$ cat config.mk
export PLATFORM = sky130hd
export DESIGN_NAME = priority_rr_scheduler
export DESIGN_NICKNAME = d
export VERILOG_FILES = /design/src/rtl/priority_rr_scheduler_pkg.sv /design/src/rtl/priority_rr_scheduler_pick.sv /design/src/rtl/priority_rr_scheduler.sv
export SDC_FILE = /design/constraint.sdc
export NUM_CORES = 1
export LEC_CHECK = 0
export ABC_AREA = 1
export CAP_MARGIN = 10
export CELL_PAD_IN_SITES_DETAIL_PLACEMENT = 1
export CELL_PAD_IN_SITES_GLOBAL_PLACEMENT = 1
export CORE_ASPECT_RATIO = 1.75
export CORE_MARGIN = 5
export CORE_UTILIZATION = 35
export CTS_CLUSTER_SIZE = 30
export DETAILED_ROUTE_END_ITERATION = 10
export GPL_TIMING_DRIVEN = 1
export PLACE_DENSITY = 0.71
export SYNTH_ARGS = -nofsm -noshare
export SYNTH_HDL_FRONTEND = slang
export SYNTH_SLANG_ARGS = --single-unit
$ cat constraint.sdc
create_clock -name clk -period 15.2 [get_ports clk]
set_input_delay 4.56 -clock clk [delete_from_list [all_inputs] [get_ports clk]]
set_output_delay 4.56 -clock clk [all_outputs]
set_load 0.005 [all_outputs]
$ cat src/rtl/priority_rr_scheduler_pkg.sv
// Shared definitions for the priority round-robin scheduler: FSM state
// encoding and default configuration constants.
package priority_rr_scheduler_pkg;

   localparam int DEF_N_REQ   = 4;
   localparam int DEF_PRIO_W  = 4;
   localparam int DEF_QUANTUM = 8;

   typedef enum logic [1:0] {
      IDLE = 2'd0,
      ARB  = 2'd1,
      RUN  = 2'd2
   } sched_state_e;

endpackage

$ cat src/rtl/priority_rr_scheduler_pick.sv
// prio_rr_pick: combinational selector returning the highest-priority
// requester, ties resolved by the first candidate at or after rr_ptr.
module prio_rr_pick #(
   parameter int N_REQ  = 4,
   parameter int PRIO_W = 4
) (
   input  logic [N_REQ-1:0]         req,
   input  logic [N_REQ*PRIO_W-1:0]  prio,
   input  logic [$clog2(N_REQ)-1:0] rr_ptr,
   output logic                     found,
   output logic [$clog2(N_REQ)-1:0] index
);

   localparam int IDX_W = $clog2(N_REQ);

   logic [PRIO_W-1:0] prio_arr [N_REQ];
   logic [PRIO_W-1:0] best_prio;
   logic [IDX_W-1:0]  cand;
   logic              hit;

   generate
      for (genvar gi = 0; gi < N_REQ; gi++) begin : g_unpack
         assign prio_arr[gi] = prio[gi*PRIO_W +: PRIO_W];
      end
   endgenerate

   always_comb begin : p_best
      best_prio = '0;
      found     = 1'b0;
      for (int i = 0; i < N_REQ; i++) begin
         if (req[i] && (!found || (prio_arr[i] > best_prio))) begin
            best_prio = prio_arr[i];
            found     = 1'b1;
         end
      end
   end

   // N_REQ is a power of two, so the index sum wraps naturally.
   always_comb begin : p_scan
      index = '0;
      hit   = 1'b0;
      cand  = '0;
      for (int k = 0; k < N_REQ; k++) begin
         cand = rr_ptr + IDX_W'(k);
         if (!hit && req[cand] && (prio_arr[cand] == best_prio)) begin
            index = cand;
            hit   = 1'b1;
         end
      end
   end

endmodule

$ cat src/rtl/priority_rr_scheduler.sv
// Priority scheduler with round-robin tie breaking and time slicing.
// Optional preemption by a strictly higher priority: define SCHED_PREEMPT_EN.
module priority_rr_scheduler
   import priority_rr_scheduler_pkg::*;
#(
   parameter int N_REQ   = DEF_N_REQ,
   parameter int PRIO_W  = DEF_PRIO_W,
   parameter int QUANTUM = DEF_QUANTUM
) (
   input  logic                     clk,
   input  logic                     rst,
   input  logic [N_REQ-1:0]         req,
   input  logic [N_REQ*PRIO_W-1:0]  prio,
   input  logic                     done,
   output logic [N_REQ-1:0]         grant,
   output logic                     grant_valid,
   output logic [$clog2(N_REQ)-1:0] grant_id,
   output logic [PRIO_W-1:0]        grant_prio,
   output logic                     slice_expired
);

   localparam int IDX_W = $clog2(N_REQ);
   localparam int CNT_W = $clog2(QUANTUM);
   localparam logic [CNT_W-1:0] CNT_LOAD = CNT_W'(QUANTUM - 1);

   sched_state_e      state_q, state_d;
   logic [IDX_W-1:0]  rr_ptr_q, rr_ptr_d;
   logic [CNT_W-1:0]  cnt_q, cnt_d;
   logic [N_REQ-1:0]  grant_q, grant_d;
   logic [IDX_W-1:0]  grant_id_q, grant_id_d;
   logic [PRIO_W-1:0] grant_prio_q, grant_prio_d;
   logic              slice_expired_q, slice_expired_d;

   logic              pick_found;
   logic [IDX_W-1:0]  pick_index;
   logic [PRIO_W-1:0] pick_prio;
   logic              owner_req;
   logic              quantum_out;
   logic              preempt;
   logic              slice_end;

   prio_rr_pick #(
      .N_REQ  (N_REQ),
      .PRIO_W (PRIO_W)
   ) u_pick (
      .req    (req),
      .prio   (prio),
      .rr_ptr (rr_ptr_q),
      .found  (pick_found),
      .index  (pick_index)
   );

   assign pick_prio   = prio[pick_index*PRIO_W +: PRIO_W];
   assign owner_req   = req[grant_id_q];
   assign quantum_out = (cnt_q == '0);

`ifdef SCHED_PREEMPT_EN
   logic [N_REQ-1:0] outranks;

   generate
      for (genvar gi = 0; gi < N_REQ; gi++) begin : g_preempt
         assign outranks[gi] = req[gi] && (prio[gi*PRIO_W +: PRIO_W] > grant_prio_q);
      end
   endgenerate

   assign preempt = |outranks;
`else
   assign preempt = 1'b0;
`endif

   assign slice_end = done || quantum_out || !owner_req || preempt;

   always_comb begin : p_next
      state_d         = state_q;
      rr_ptr_d        = rr_ptr_q;
      cnt_d           = cnt_q;
      grant_d         = grant_q;
      grant_id_d      = grant_id_q;
      grant_prio_d    = grant_prio_q;
      slice_expired_d = 1'b0;

      case (state_q)
         IDLE: begin
            if (|req) begin
               state_d = ARB;
            end
         end

         ARB: begin
            if (pick_found) begin
               grant_d             = '0;
               grant_d[pick_index] = 1'b1;
               grant_id_d          = pick_index;
               grant_prio_d        = pick_prio;
               cnt_d               = CNT_LOAD;
               state_d             = RUN;
            end else begin
               state_d = IDLE;
            end
         end

         RUN: begin
            if (slice_end) begin
               // Expiry is reported only when nothing else ended the slice.
               slice_expired_d = quantum_out && !done && owner_req && !preempt;
               rr_ptr_d        = grant_id_q + 1'b1;
               grant_d         = '0;
               grant_id_d      = '0;
               grant_prio_d    = '0;
               cnt_d           = '0;
               state_d         = (|req) ? ARB : IDLE;
            end else begin
               cnt_d = cnt_q - 1'b1;
            end
         end

         default: begin
            state_d = IDLE;
         end
      endcase
   end

   always_ff @(posedge clk) begin : p_regs
      if (rst) begin
         state_q         <= IDLE;
         rr_ptr_q        <= '0;
         cnt_q           <= '0;
         grant_q         <= '0;
         grant_id_q      <= '0;
         grant_prio_q    <= '0;
         slice_expired_q <= 1'b0;
      end else begin
         state_q         <= state_d;
         rr_ptr_q        <= rr_ptr_d;
         cnt_q           <= cnt_d;
         grant_q         <= grant_d;
         grant_id_q      <= grant_id_d;
         grant_prio_q    <= grant_prio_d;
         slice_expired_q <= slice_expired_d;
      end
   end

   assign grant         = grant_q;
   assign grant_valid   = (state_q == RUN);
   assign grant_id      = grant_id_q;
   assign grant_prio    = grant_prio_q;
   assign slice_expired = slice_expired_q;

endmodule

---- Yosys cells after proc, flatten, opt, wreduce, memory -nomap -nowiden ----
Index checks and enable logic that the tools add are counted.
storage, ports and cells
  register bits after elaboration ......... 18
  bits of input ports ..................... 23
  output and inout port bits .............. 12
  word-level logic and storage cells ...... 132
cells by class
  add/sub/neg operators ................... 5
  $lt $le $gt $ge ......................... 14
  equal/unequal tests ..................... 9
  shift-type cells ........................ 1
  muxes and demuxes ....................... 55
  bitwise logic cells ..................... 6
  reductions and logical operators ........ 35
operators by type and width
  cell                                                        count
  2-to-1 mux 4 bit                                            15
  binary-select mux 4 bit (select 2 bit)                      4
  less-than comparator 2 x 3 -> 1 bit, second input constant  6
  2-to-1 mux 2 bit                                            9
  == test 4 bit                                               4
  case mux 4 bit (2 select lines)                             2
  indexed part select 16 x 5 -> 4 bit                         1
  2-to-1 mux 1 bit                                            14
  logical AND 1 bit                                           13
  >= comparator 3 bit, second input constant                  4
  > comparator 4 bit                                          3
  inverter 2 -> 3 bit                                         4
  binary-select mux 1 bit (select 2 bit)                      5
  logical NOT 1 bit                                           8
  2-to-1 mux 3 bit                                            2
  case mux 2 bit (3 select lines)                             1
  case mux 3 bit (2 select lines)                             1
  AND reduction 2 bit                                         3
  logical OR 1 bit                                            5
  adder 2 x 1 -> 2 bit, second input constant                 2
  adder 2 bit, second input constant                          2
  inequality test 2 bit, second input constant                2
  case mux 2 bit (2 select lines)                             1
  OR reduction 4 bit                                          1
  12 further kinds                                            13

---- Longest topological paths before layout ----
Gate-level depths: netlist (run 1).
  depth in word-level cells ............... 34
  mapped depth ............................ 50
  depth with buffers taken out ............ 48

---- Cells and area by module ----
Synthesis (run 1) repeated with hierarchy kept, for this count alone.
second synthesis, totals
  cell total of the unflattened synthesis .. 459
  area total of the unflattened synthesis .. 2508.7 um^2
modules (own cells, without submodules)
  module                 instances  cells an instance  area an instance (um^2)  sequential area each (um^2)
  prio_rr_pick           1          327                1550.2                   0.0
  priority_rr_scheduler  1          132                958.4                    360.3

---- Worst setup path after synthesis (run 1) ----
No wires, ideal clock.
  path type ............................... in2reg
  from .................................... in req[0]
  to ...................................... reg grant_prio_q[0], in the netlist grant_prio[0]
  setup time .............................. 0.132 ns
  arrival ................................. 8.606 ns
  required time ........................... 15.068 ns
  slack ................................... 6.462 ns
  stages on the path ...................... 43
  buffers on the path ..................... 2
  cells stage by stage .................... buf_6 > nand2_1 > ha_1 > nand2_1 > inv_2 > nand2_1 > nand2_1 > nand2_2 > nand2_4 > nand2_4 > nand2_1 > nand2_1 > ha_1 > inv_1 > nor2_1 > o21ai_1 > nand2_1 > nand2_1 > [... 7 more ...] > o21ai_1 > o21ai_1 > nand2_2 > nand2_4 > inv_4 > nand2_2 > nand2_4 > xor2_2 > nand3_4 > a21oi_2 > nand2_4 > nand2_2 > buf_6 > nand2_1 > nand2_1 > nand2_1 > nand4_1 > a21oi_1
between the ends
  word-level cells in the longest chain between the ends .. 31
  elaborated cells on any way between the ends .. 59
  those cells by class .................... order compare: 3; eq/ne: 6; shift: 1; mux: 27; reduce/logical: 22
ends and longest elaborated chain
  what                                                     line                              text
  start: declaration                                       priority_rr_scheduler.sv:12       input logic [N_REQ-1:0] req,
  2-to-1 mux 4 bit or 2-to-1 mux 1 bit (tied branches)     priority_rr_scheduler_pick.sv:31  if (req[i] && (!found || (prio_arr[i] > best_prio))) begin
  > comparator 4 bit or logical NOT 1 bit (tied branches)  priority_rr_scheduler_pick.sv:31
  logical OR 1 bit                                         priority_rr_scheduler_pick.sv:31
  logical AND 1 bit                                        priority_rr_scheduler_pick.sv:31
  2-to-1 mux 4 bit or 2-to-1 mux 1 bit (tied branches)     priority_rr_scheduler_pick.sv:31
  > comparator 4 bit or logical NOT 1 bit (tied branches)  priority_rr_scheduler_pick.sv:31
  logical OR 1 bit                                         priority_rr_scheduler_pick.sv:31
  logical AND 1 bit                                        priority_rr_scheduler_pick.sv:31
  [... 13 more ...]                                        -
  logical AND 1 bit (2 in series)                          priority_rr_scheduler_pick.sv:45  if (!hit && req[cand] && (prio_arr[cand] == best_prio)) begin
  2-to-1 mux 1 bit                                         priority_rr_scheduler_pick.sv:45
  logical NOT 1 bit                                        priority_rr_scheduler_pick.sv:45
  logical AND 1 bit (2 in series)                          priority_rr_scheduler_pick.sv:45
  2-to-1 mux 2 bit                                         priority_rr_scheduler_pick.sv:45
  indexed part select 16 x 5 -> 4 bit                      priority_rr_scheduler.sv:53       assign pick_prio = prio[pick_index*PRIO_W +: PRIO_W];
  2-to-1 mux 4 bit                                         priority_rr_scheduler.sv:90       if (pick_found) begin
  case mux 4 bit (2 select lines)                          priority_rr_scheduler.sv:82       case (state_q)
  end signal: assignment                                   priority_rr_scheduler.sv:138      grant_prio_q <= grant_prio_d;
  end: declaration                                         priority_rr_scheduler.sv:31       logic [PRIO_W-1:0] grant_prio_q, grant_prio_d;
Several ways; a longest one is shown, not always the timed one. The select of a mux whose other input is x is not followed.
A chain may end at the register's enable or synchronous reset.

---- Worst setup path in the final report (run 1) ----
  from .................................... in req[0]
  to ...................................... reg grant_prio_q[2], in the netlist grant_prio[2]
Same word-level chain as after synthesis.

==> summary.md, run 1 <==
| Metric | Value |
|---|---|
| Clock Latency Late Sink | around 0.26 ns |
| Hold Path End | state_q[0]$_SDFFE_PP0P_ |
| Overall Global Routing Usage | between 20% and 30% |
| Placed wire-length estimate | 8.11 mm |
| Fmax | about 0.1 GHz |
| Commonest non-fill, non-tap cell in the layout | nand2_1 |
| Worst hold path depth | 1 |
| Post-route ant nets | 0 |
| Synth area leader | nand2_1 |
| Pre-CTS WS | just under 5 ns |
| Initial antenna violation count | 0 |
| Final hold vios | 0 |
| First-pass GRT wire length | roughly 15 mm |
| Synth unique cells | 36 |
| Slowest stage delay, CP | 0.73 ns |
| Gr busiest metal | met2 |
| Synth Area in Simple Gates | approximately half |
| Post-CTS sizing | 0 |
| Via density | 5.23 |
| EDFF count, synth | 0 |
| Met1 GRT Util | a little under a quarter |
| Placed instance area | a little under 3000 sq um |
| CTS Sinks | 18 |
| Crit. End Element | flip-flop |
| Critical path startpoint category | input pin |
| Die span in y | approximately 120 um |
| Initial DRC Count | 82 |
| Layout cell share with drive strength beyond 1 | 10.4% |
| Pre-antenna DRT Iters | 4 |
| Sequential area share after synthesis | 13.9% |
| RSZ-0062 raised after global routing | false |
| FFs w/ async S/R, synth | 0% |
| Avg WL per Cell | around 17 um |
| Ant. Diodes | 0 |
| Period utilization | around 66% |
| Die ar. | roughly 9300 sq um |
| Flop-to-flop setup slack | 11.79 ns |
| Rows | 41 |
| Clock slew at reported path FFs | around 0.060 ns |
| Synth Register Bits | 18 |
| Post-Syn Nets | 490 |
| Mux cell area share after synthesis | 0% |
| Worst Path Max Fanout | 11 |
| Placed cells | between 500 and 600 |
| H-tree levels | 1 |
| Min-Delay Path Class | reg2reg |
| Largest family of logic cells by synthesized area | simple AND/OR/NAND/NOR gates |
| Setup_tns | 0 ns |
| Crit path kind | in2reg |
| Overflow after GRT | 0 |
| Vias post-DR | between 2k and 3k |
| Post-CTS setup buffer count | 0 |
| Placer Congestion | slightly below 0.9 |
| Port Buffers | 34 |
| Most frequent CP cell | nand2_1 |
| Post-synthesis adder-cell area fraction | 6.74% |
| Die outline width | between 70 and 80 um |
| Synth Area in XOR/XNOR | around 1.6% |
| Met3 Track Usage GR | 1.37% |
| Depth of the most critical reg-to-reg path | 13 |
| Multi-input logic area | 1870 sq um |
| Ranking of synthesized cells by area | nand2_1, dfxtp_1, nand3_1 |
| Final instance area | approximately 3000 sq um |
| Fill count | between 1k and 1.5k |
| Clk_skew | 0.00404 ns |
| Max IR drop VDD | 0.0786 mV |
| Worst Path Arrival | ~10 ns |
| Syn Std Cell Area | between 2000 and 3000 sq um |
| Reg-to-reg startpoint | rr_ptr_q[1]$_SDFFE_PP0P_ |
| Synthesized area per cell | approximately 5.7 sq um |
| Nets | approximately 520 |
| Core area | slightly above 7000 sq um |
| Worst path slowest cell | clkdlybuf4s50_1 |
| Met2 usage | between 40% and 50% |
| CTS buffer count | 3 |
| Synth Area in Compound Gates | 15.4% |
| Post-layout min period | 9.98 ns |
| FF+latch area | about 360 sq um |
| Pin count of the biggest net entering global routing | 44 |
| Worst-margin pin slew | roughly 0.87 ns |
| Residual DRC count | 0 |
| Reg-to-reg endpoint | grant_prio[2]$_SDFFE_PP0P_ |
| Vias in the first global route | approximately 3.1k |
| Status | finished clean |
| Non-Filler Instances | approximately 570 |
| Slew Limit Headroom | 41.9% |
| Util after Layout | 42.2% |
| Clk buf depth | 2 |
| Area Overhead vs Synth | 17.5% |
| Root buf cell | clkbuf_16 |
| TritonCTS clock tree | yes |
| Synthesis Warnings | 0 |
| Top-area cell type share of the netlist area | a little under a fifth |
| Hold path start | state_q[0]$_SDFFE_PP0P_ |
| Hold-fix buffers at CTS | 0 |
| Drt total wl | ~9.5 mm |
| Final WS setup | ~5.2 ns |
| Worst path required time | approximately 15 ns |
| Max-cap viol count | 0 |
| Commonest cells after routing, fill and taps aside | nand2_1, inv_1, nand3_1, clkdlybuf4s50_1, o21ai_0 |
| Final setup violating endpoints | 0 |
| Count of final max-slew check failures | 0 |
| Post-Syn Instances | about 450 |
| Initial Utilization | a little over a third |
| Pleak | between 1.5 and 2 nW |
| Top FF cell, synth | dfxtp_1 |
| Io pins | 35 |
| Power density cells | approximately 86 nW/um^2 |
## stage by stage
step                      total power [mW]  hold WS [ns]
final                                0.264         0.455
after global routing                 0.287         0.471
after CTS                            0.267         0.456
after detailed placement             0.206         0.449
after global placement               0.203         0.436
after floorplan                      0.163         0.422
## cell families (layout without fill, tap and decap cells)
family,Yosys count,in the layout
adders and majority gates,14,14
AOI/OAI and AO/OA,74,74
buffers and inverters,84,111
xor gates and xnor gates,3,3
DFF,18,18
and+or+nand+nor,260,260
## synth_stat cells (2+ instances only)
| cell | number |
|---|---|
| nor4_1 | 2 |
| nor2_1 | 24 |
| inv_4 | 2 |
| inv_2 | 5 |
| o21ai_1 | 14 |
| buf_6 | 3 |
| nand3_1 | 58 |
| nand4_1 | 5 |
| buf_2 | 3 |
| nand2_2 | 13 |
| nor2_2 | 4 |
| a21oi_1 | 25 |
| nand3_4 | 2 |
| nand2_4 | 6 |
| nand3_2 | 7 |
| nand2_1 | 131 |
| buf_4 | 6 |
| o21ai_0 | 28 |
| nand3b_1 | 4 |
| nor3_1 | 2 |
| dfxtp_1 | 18 |
| ha_1 | 14 |
| xor2_2 | 2 |
| inv_1 | 63 |
## power breakdown
group          internal [mW]  switching (mW)
combinational         0.0516          0.0969
clock                 0.0402          0.0199
sequential            0.0517         0.00342
total                  0.143           0.120
## critical path: cells and delay by family
kind,cells,cell delay [ns]
buffers and inverters,4,0.92
and+or+nand+nor,30,3.23
AOI/OAI and AO/OA,5,0.46
adders and majority gates,3,0.92
## area by class of cell
class	count	share of cell area [%]
Clock buffer	4	2.91
Inverter	71	8.90
Multi-Input combinational cell	351	61.2
Sequential cell	18	11.8
Tap cell	86	3.53
Timing Repair Buffer	36	11.6
## how the worst max path moves through the flow
stage	startpoint	end	slack (ns)
2_1_floorplan	req[0]	grant_prio[0]$_SDFFE_PP0P_	6.46
3_3_place_gp	req[0]	grant_prio[2]$_SDFFE_PP0P_	5.06
3_5_place_dp	req[0]	grant_prio[2]$_SDFFE_PP0P_	4.87
4_1_cts	req[0]	grant_prio[2]$_SDFFE_PP0P_	5.14
5_1_grt	req[0]	grant_prio[2]$_SDFFE_PP0P_	4.71
6_report	req[0]	grant_prio[2]$_SDFFE_PP0P_	5.22
## state kept, by name (all words and copies together) (netlist names)
register,count
slice_expired,1
grant_id,2
grant_prio,4
grant,4
state_q,2
cnt_q,3
rr_ptr_q,2
## routing by layer
layer	routed length, um	part of all wire (%)	vias up
met5	0	0	-
met4	532	5.6	0
met3	160	1.7	24
met2	5210	55	43
met1	3610	38	1381
li1	-	-	1513
Note: power is estimated with default switching activity, not from simulation.
==> inputs of run 2 (changes only) <==
Clock period 15.2 ns to 9.89 ns, I/O delays scaled along.
==> summary.md, run 2 (same netlist as run 1, synthesis figures left out) <==
| Metric | Value |
|---|---|
| Worst path required time | 10.01 ns |
| Clock slew at reported path FFs | around 0.060 ns |
| Count of final max-slew check failures | 0 |
| Hold slack | between 0.4 and 0.5 ns |
| CTS buffer count | 3 |
| Die span in y | roughly 120 um |
| Post-CTS setup buffer count | 0 |
| Util after Layout | about 42% |
| Worst Path Arrival | around 8.5 ns |
| Area Overhead vs Synth | 17.5% |
| Crit path kind | in2reg |
| Worst Path Max Fanout | 11 |
| Die ar. | between 9000 and 10000 sq um |
| Port Buffers | 34 |
| Clock Latency Late Sink | around 0.26 ns |
| CTS Sinks | 18 |
| Post-route ant nets | 0 |
| Worst hold path depth | 1 |
| Combinational power share | 56.3% |
| H-tree levels | 1 |
| Crit. End Element | flip-flop |
| Post-layout min period | between 8 and 9 ns |
| Fmax | between 0.1 and 0.15 GHz |
| Initial DRC Count | 101 |
| Setup_tns | 0 ns |
| Final hold vios | 0 |
| Vias in the first global route | between 3k and 4k |
| Layout cell share with drive strength beyond 1 | 10.4% |
| Hold path start | state_q[0]$_SDFFE_PP0P_ |
| First-pass GRT wire length | 15.7 mm |
| Max-cap viol count | 0 |
| Final setup violating endpoints | 0 |
| RSZ-0062 raised after global routing | false |
| Clk buf depth | 2 |
| Sw power | about 0.19 mW |
| Initial antenna violation count | 0 |
| Overflow after GRT | 0 |
| Placer Congestion | roughly 0.9 |
| Rows | between 40 and 50 |
| Residual DRC count | 0 |
| Hold-fix buffers at CTS | 0 |
| Min-Delay Path Class | reg2reg |
| Hold Path End | state_q[0]$_SDFFE_PP0P_ |
| Nets | about 520 |
| Pleak | between 1.5 and 2 nW |
| Pre-antenna DRT Iters | 4 |
| Overall Global Routing Usage | 22.5% |
| Worst path slowest cell | clkdlybuf4s50_1 |
| Avg WL per Cell | between 15 and 20 um |
| Die outline width | between 70 and 80 um |
| Slew Limit Headroom | approximately two fifths |
| Power density cells | about 130 nW/um^2 |
| Worst-margin pin slew | 0.882 ns |
| Commonest non-fill, non-tap cell in the layout | nand2_1 |
| Root buf cell | clkbuf_16 |
| Depth of the most critical reg-to-reg path | 13 |
| Vias post-DR | about 3k |
| Io pins | 35 |
| Pin count of the biggest net entering global routing | 44 |
| Most frequent CP cell | nand2_1 |
| Max IR drop VDD | about 0.10 mV |
| Sw frac | 45.6% |
| Initial Utilization | approximately 36% |
| Core area | slightly above 7000 sq um |
| Via density | 5.26 |
| P_int | around 0.22 mW |
| Clock network fraction of total power | ~23% |
| Critical path startpoint category | input pin |
| Flop-to-flop setup slack | about 6.5 ns |
| Clk_skew | around 0.0043 ns |
| Register share of total power | around a fifth |
| Slowest stage delay, CP | between 0.7 and 0.8 ns |
| Commonest cells after routing, fill and taps aside | nand2_1, inv_1, nand3_1, clkdlybuf4s50_1, o21ai_0 |
| Reg-to-reg endpoint | grant_prio[2]$_SDFFE_PP0P_ |
| Drt total wl | ~9.6 mm |
| TritonCTS clock tree | yes |
| Post-CTS sizing | 0 |
| Status | finished clean |
| Ant. Diodes | 0 |
| Reg-to-reg startpoint | rr_ptr_q[1]$_SDFFE_PP0P_ |
| Placed wire-length estimate | 8.19 mm |
| Period utilization | 85.2% |
## run 2: cell counts in the layout (fill, tap and decap cells not counted)
Identical to the previous run, type by type.
## run 2: area by class of cell
class / count / area, sq um
Inverter: 71 / 272
Tap cell: 86 / 108
Timing Repair Buffer: 36 / 355
Clock buffer: 4 / 88.8
Multi-Input combinational cell: 351 / 1870
Sequential cell: 18 / 360
Fill cell: 1018 / 4180
## run 2: how the worst max path moves through the flow
stage	startpoint	to	slack (ns)	cells past startpoint
after global routing	req[0]	grant_prio[2]$_SDFFE_PP0P_	0.92	43
after CTS	req[0]	grant_prio[2]$_SDFFE_PP0P_	1.41	42
after detailed placement	req[0]	grant_prio[2]$_SDFFE_PP0P_	1.16	42
final	req[0]	grant_prio[2]$_SDFFE_PP0P_	1.46	42
after global placement	req[0]	grant_prio[2]$_SDFFE_PP0P_	1.36	43
after floorplan	req[0]	grant_prio[0]$_SDFFE_PP0P_	2.74	43
## run 2: worst max-delay path: cells and delay by family
kind	cells	cell delay, ns
AO/OA/AOI/OAI	5	0.45
AND/OR/NAND/NOR	30	3.26
buffers and inverters	4	0.92
adder cells (fa/ha/maj)	3	0.94
## run 2: power by group through the flow
stage	registers [mW]	clock network [mW]	logic, mW
6_report	0.0846	0.0926	0.229
5_1_grt	0.0859	0.0974	0.259
4_1_cts	0.0848	0.0942	0.232
3_5_place_dp	0.0862	0	0.230
3_3_place_gp	0.0860	0	0.226
2_1_floorplan	0.0846	0	0.165
## run 2: layer usage
layer | share of wire (%) | vias to the layer above | global-route usage [%]
li1 | - | 1518 | -
met1 | 38 | 1391 | 23.3
met2 | 55 | 48 | 42.9
met3 | 1.7 | 21 | 1.53
met4 | 5.3 | 0 | 11.7
met5 | 0 | - | 0
## run 2: metrics by stage
stage | total power [mW] | std cells | cell area, sq um | worst slack (ns)
5_1_grt | 0.442 | 566 | 3050 | 0.924
3_3_place_gp | 0.312 | 562 | 2960 | 1.36
6_report | 0.406 | 566 | 3050 | 1.46
4_1_cts | 0.411 | 566 | 3050 | 1.41
2_1_floorplan | 0.250 | 453 | 2600 | 2.74
3_5_place_dp | 0.317 | 562 | 2960 | 1.16
==> inputs of run 3 (changes only) <==
Settings changed: PLACE_DENSITY 0.71 to 0.74.
Clock period 9.89 ns to 7.55 ns, I/O delays scaled along.
==> summary.md, run 3 (same netlist as run 1, synthesis figures left out) <==
| Metric | Value |
|---|---|
| Delay-heaviest family, CP | simple AND/OR/NAND/NOR gates |
| Vias post-DR | around 3k |
| Placed instance area | ~3000 sq um |
| Placed wire-length estimate | 8.34 mm |
| Pleak | roughly 1.6 nW |
| Nets | between 500 and 600 |
| Final setup violating endpoints | 0 |
| Initial antenna violation count | 0 |
| Hold-fix buffers at CTS | 0 |
| Core area | 7230 sq um |
| Avg WL per Cell | between 15 and 20 um |
| Drt total wl | 9.63 mm |
| Most frequent CP cell | nand2_1 |
| Count of final max-slew check failures | 0 |
| Crit. End Element | flip-flop |
| Overall Global Routing Usage | between 20% and 30% |
| Port Buffers | 34 |
| Initial Utilization | 35.9% |
| Ant. Diodes | 0 |
| Status | finished clean |
| Via density | 5.27 |
| Slew Limit Headroom | a little over two fifths |
| Die outline width | between 70 and 80 um |
| Die ar. | between 9000 and 10000 sq um |
| Die span in y | approximately 120 um |
| Io pins | 35 |
| Root buf cell | clkbuf_16 |
| Clock Latency Late Sink | about 0.26 ns |
| Max-cap viol count | 0 |
| Clk_skew | just over 0.004 ns |
| Slowest stage delay, CP | ~0.48 ns |
| Setup_tns | 0 ns |
| Commonest cells after routing, fill and taps aside | nand2_1, inv_1, nand3_1, o21ai_0, clkdlybuf4s50_1 |
| Initial DRC Count | 100 |
| Power density cells | ~170 nW/um^2 |
| Placer Congestion | around 0.9 |
| CP bufs+invs | 5 |
| Worst path required time | 7.66 ns |
| CTS buffer count | 3 |
| CTS Sinks | 18 |
| Post-layout min period | 7.12 ns |
| Pin count of the biggest net entering global routing | 45 |
| First-pass GRT wire length | between 15 and 20 mm |
| H-tree levels | 1 |
| Commonest non-fill, non-tap cell in the layout | nand2_1 |
| Clk buf depth | 2 |
| Rows | approximately 40 |
| Max IR drop VDD | roughly 0.18 mV |
| Hold slack | approximately 0.47 ns |
| Fill count | approximately 1.0k |
| Final hold vios | 0 |
| Crit path kind | in2reg |
| Pre-antenna DRT Iters | 4 |
| Fmax | ~0.14 GHz |
| Worst Path Max Fanout | 8 |
| TritonCTS clock tree | yes |
| Vias in the first global route | ~3.3k |
| Worst-margin pin slew | 0.869 ns |
| Period utilization | between 90% and 100% |
| Min-Delay Path Class | reg2reg |
| Worst Path Arrival | between 7 and 8 ns |
| Critical path startpoint category | input pin |
| Area Overhead vs Synth | 23.0% |
| Layout cell share with drive strength beyond 1 | between 10% and 20% |
| Post-route ant nets | 0 |
| Overflow after GRT | 0 |
| Residual DRC count | 0 |
| Final instance area | between 3000 and 4000 sq um |
| Worst path slowest cell | clkdlybuf4s50_1 |
| Clock slew at reported path FFs | 0.06 ns |
run 3: cell count changes in the layout (fill, tap and decap cells not counted), sizes merged:
cell | previous run | this run
buf | 2 | 11
clkdlybuf4s50 | 34 | 28
dlymetal6s2s | 0 | 6
run 3: stage by stage:
| step | std cells | util (%) | power, mW | setup slack, ns |
|---|---|---|---|---|
| 2_1_floorplan | 453 | - | 0.327 | 1.11 |
| 3_3_place_gp | 568 | 41.6 | 0.406 | 0.0255 |
| 3_5_place_dp | 568 | 41.6 | 0.416 | -0.242 |
| 4_1_cts | 572 | 42.8 | 0.539 | 0.0311 |
| 5_1_grt | 575 | 44.2 | 0.597 | -0.0206 |
| 6_report | 575 | 44.2 | 0.549 | 0.434 |
run 3: final timing paths:
check | startpoint | depth (start not counted) | slack, ns | end
worst min register to register | state_q[0]$_SDFFE_PP0P_ | 1 | 0.47 | state_q[0]$_SDFFE_PP0P_
worst max register to register | rr_ptr_q[0]$_SDFFE_PP0P_ | 15 | 4.27 | grant_prio[3]$_SDFFE_PP0P_
worst max-delay path | prio[5] | 42 | 0.43 | grant_prio[3]$_SDFFE_PP0P_
worst min-delay path | state_q[0]$_SDFFE_PP0P_ | 1 | 0.47 | state_q[0]$_SDFFE_PP0P_
run 3: cell type report:
type | instances | area, sq um | share of cell area [%]
clock buffer | 4 | 88.8 | 2.78
inverter | 71 | 277 | 8.66
multi-input combinational | 351 | 1920 | 60.2
sequential | 18 | 360 | 11.3
tap | 86 | 108 | 3.37
timing repair buffer | 45 | 438 | 13.7
run 3: metal layers:
layer	wire [um]	GRT usage [%]	share of wire, %	vias to the layer above
met5	0	0	0	-
met4	389	10.4	4.0	0
met3	184	1.86	1.9	21
met2	5640	45.1	59	45
met1	3420	21.5	35	1432
li1	-	-	-	1531
run 3: worst register-to-register path, cell delays in order, from the launching register on:
cell	delay, ns
dfxtp_1	0.31
buf_4	0.38
xor2_2	0.73
o21ai_0	0.27
nand3b_1	0.25
a21oi_2	0.19
nand2_1	0.12
nand2_2	0.09
inv_2	0.04
nand2_2	0.08
nor2_1	0.07
a21oi_4	0.25
buf_4	0.16
nand2_1	0.05
nand4_1	0.08
a21oi_1	0.08
run 3: where the power goes:
group / switching [mW] / leakage (nW) / internal (mW)
Clock: 0.0400 / 0.0442 / 0.0808
Sequential: 0.00694 / 0.147 / 0.104
Combinational: 0.204 / 1.43 / 0.114
run 3: what timing repair did:
action | CTS | global route
endpoints found under the setup margin | 0 | 10
setup buffers | 0 | 3
gates resized for setup | 0 | 21
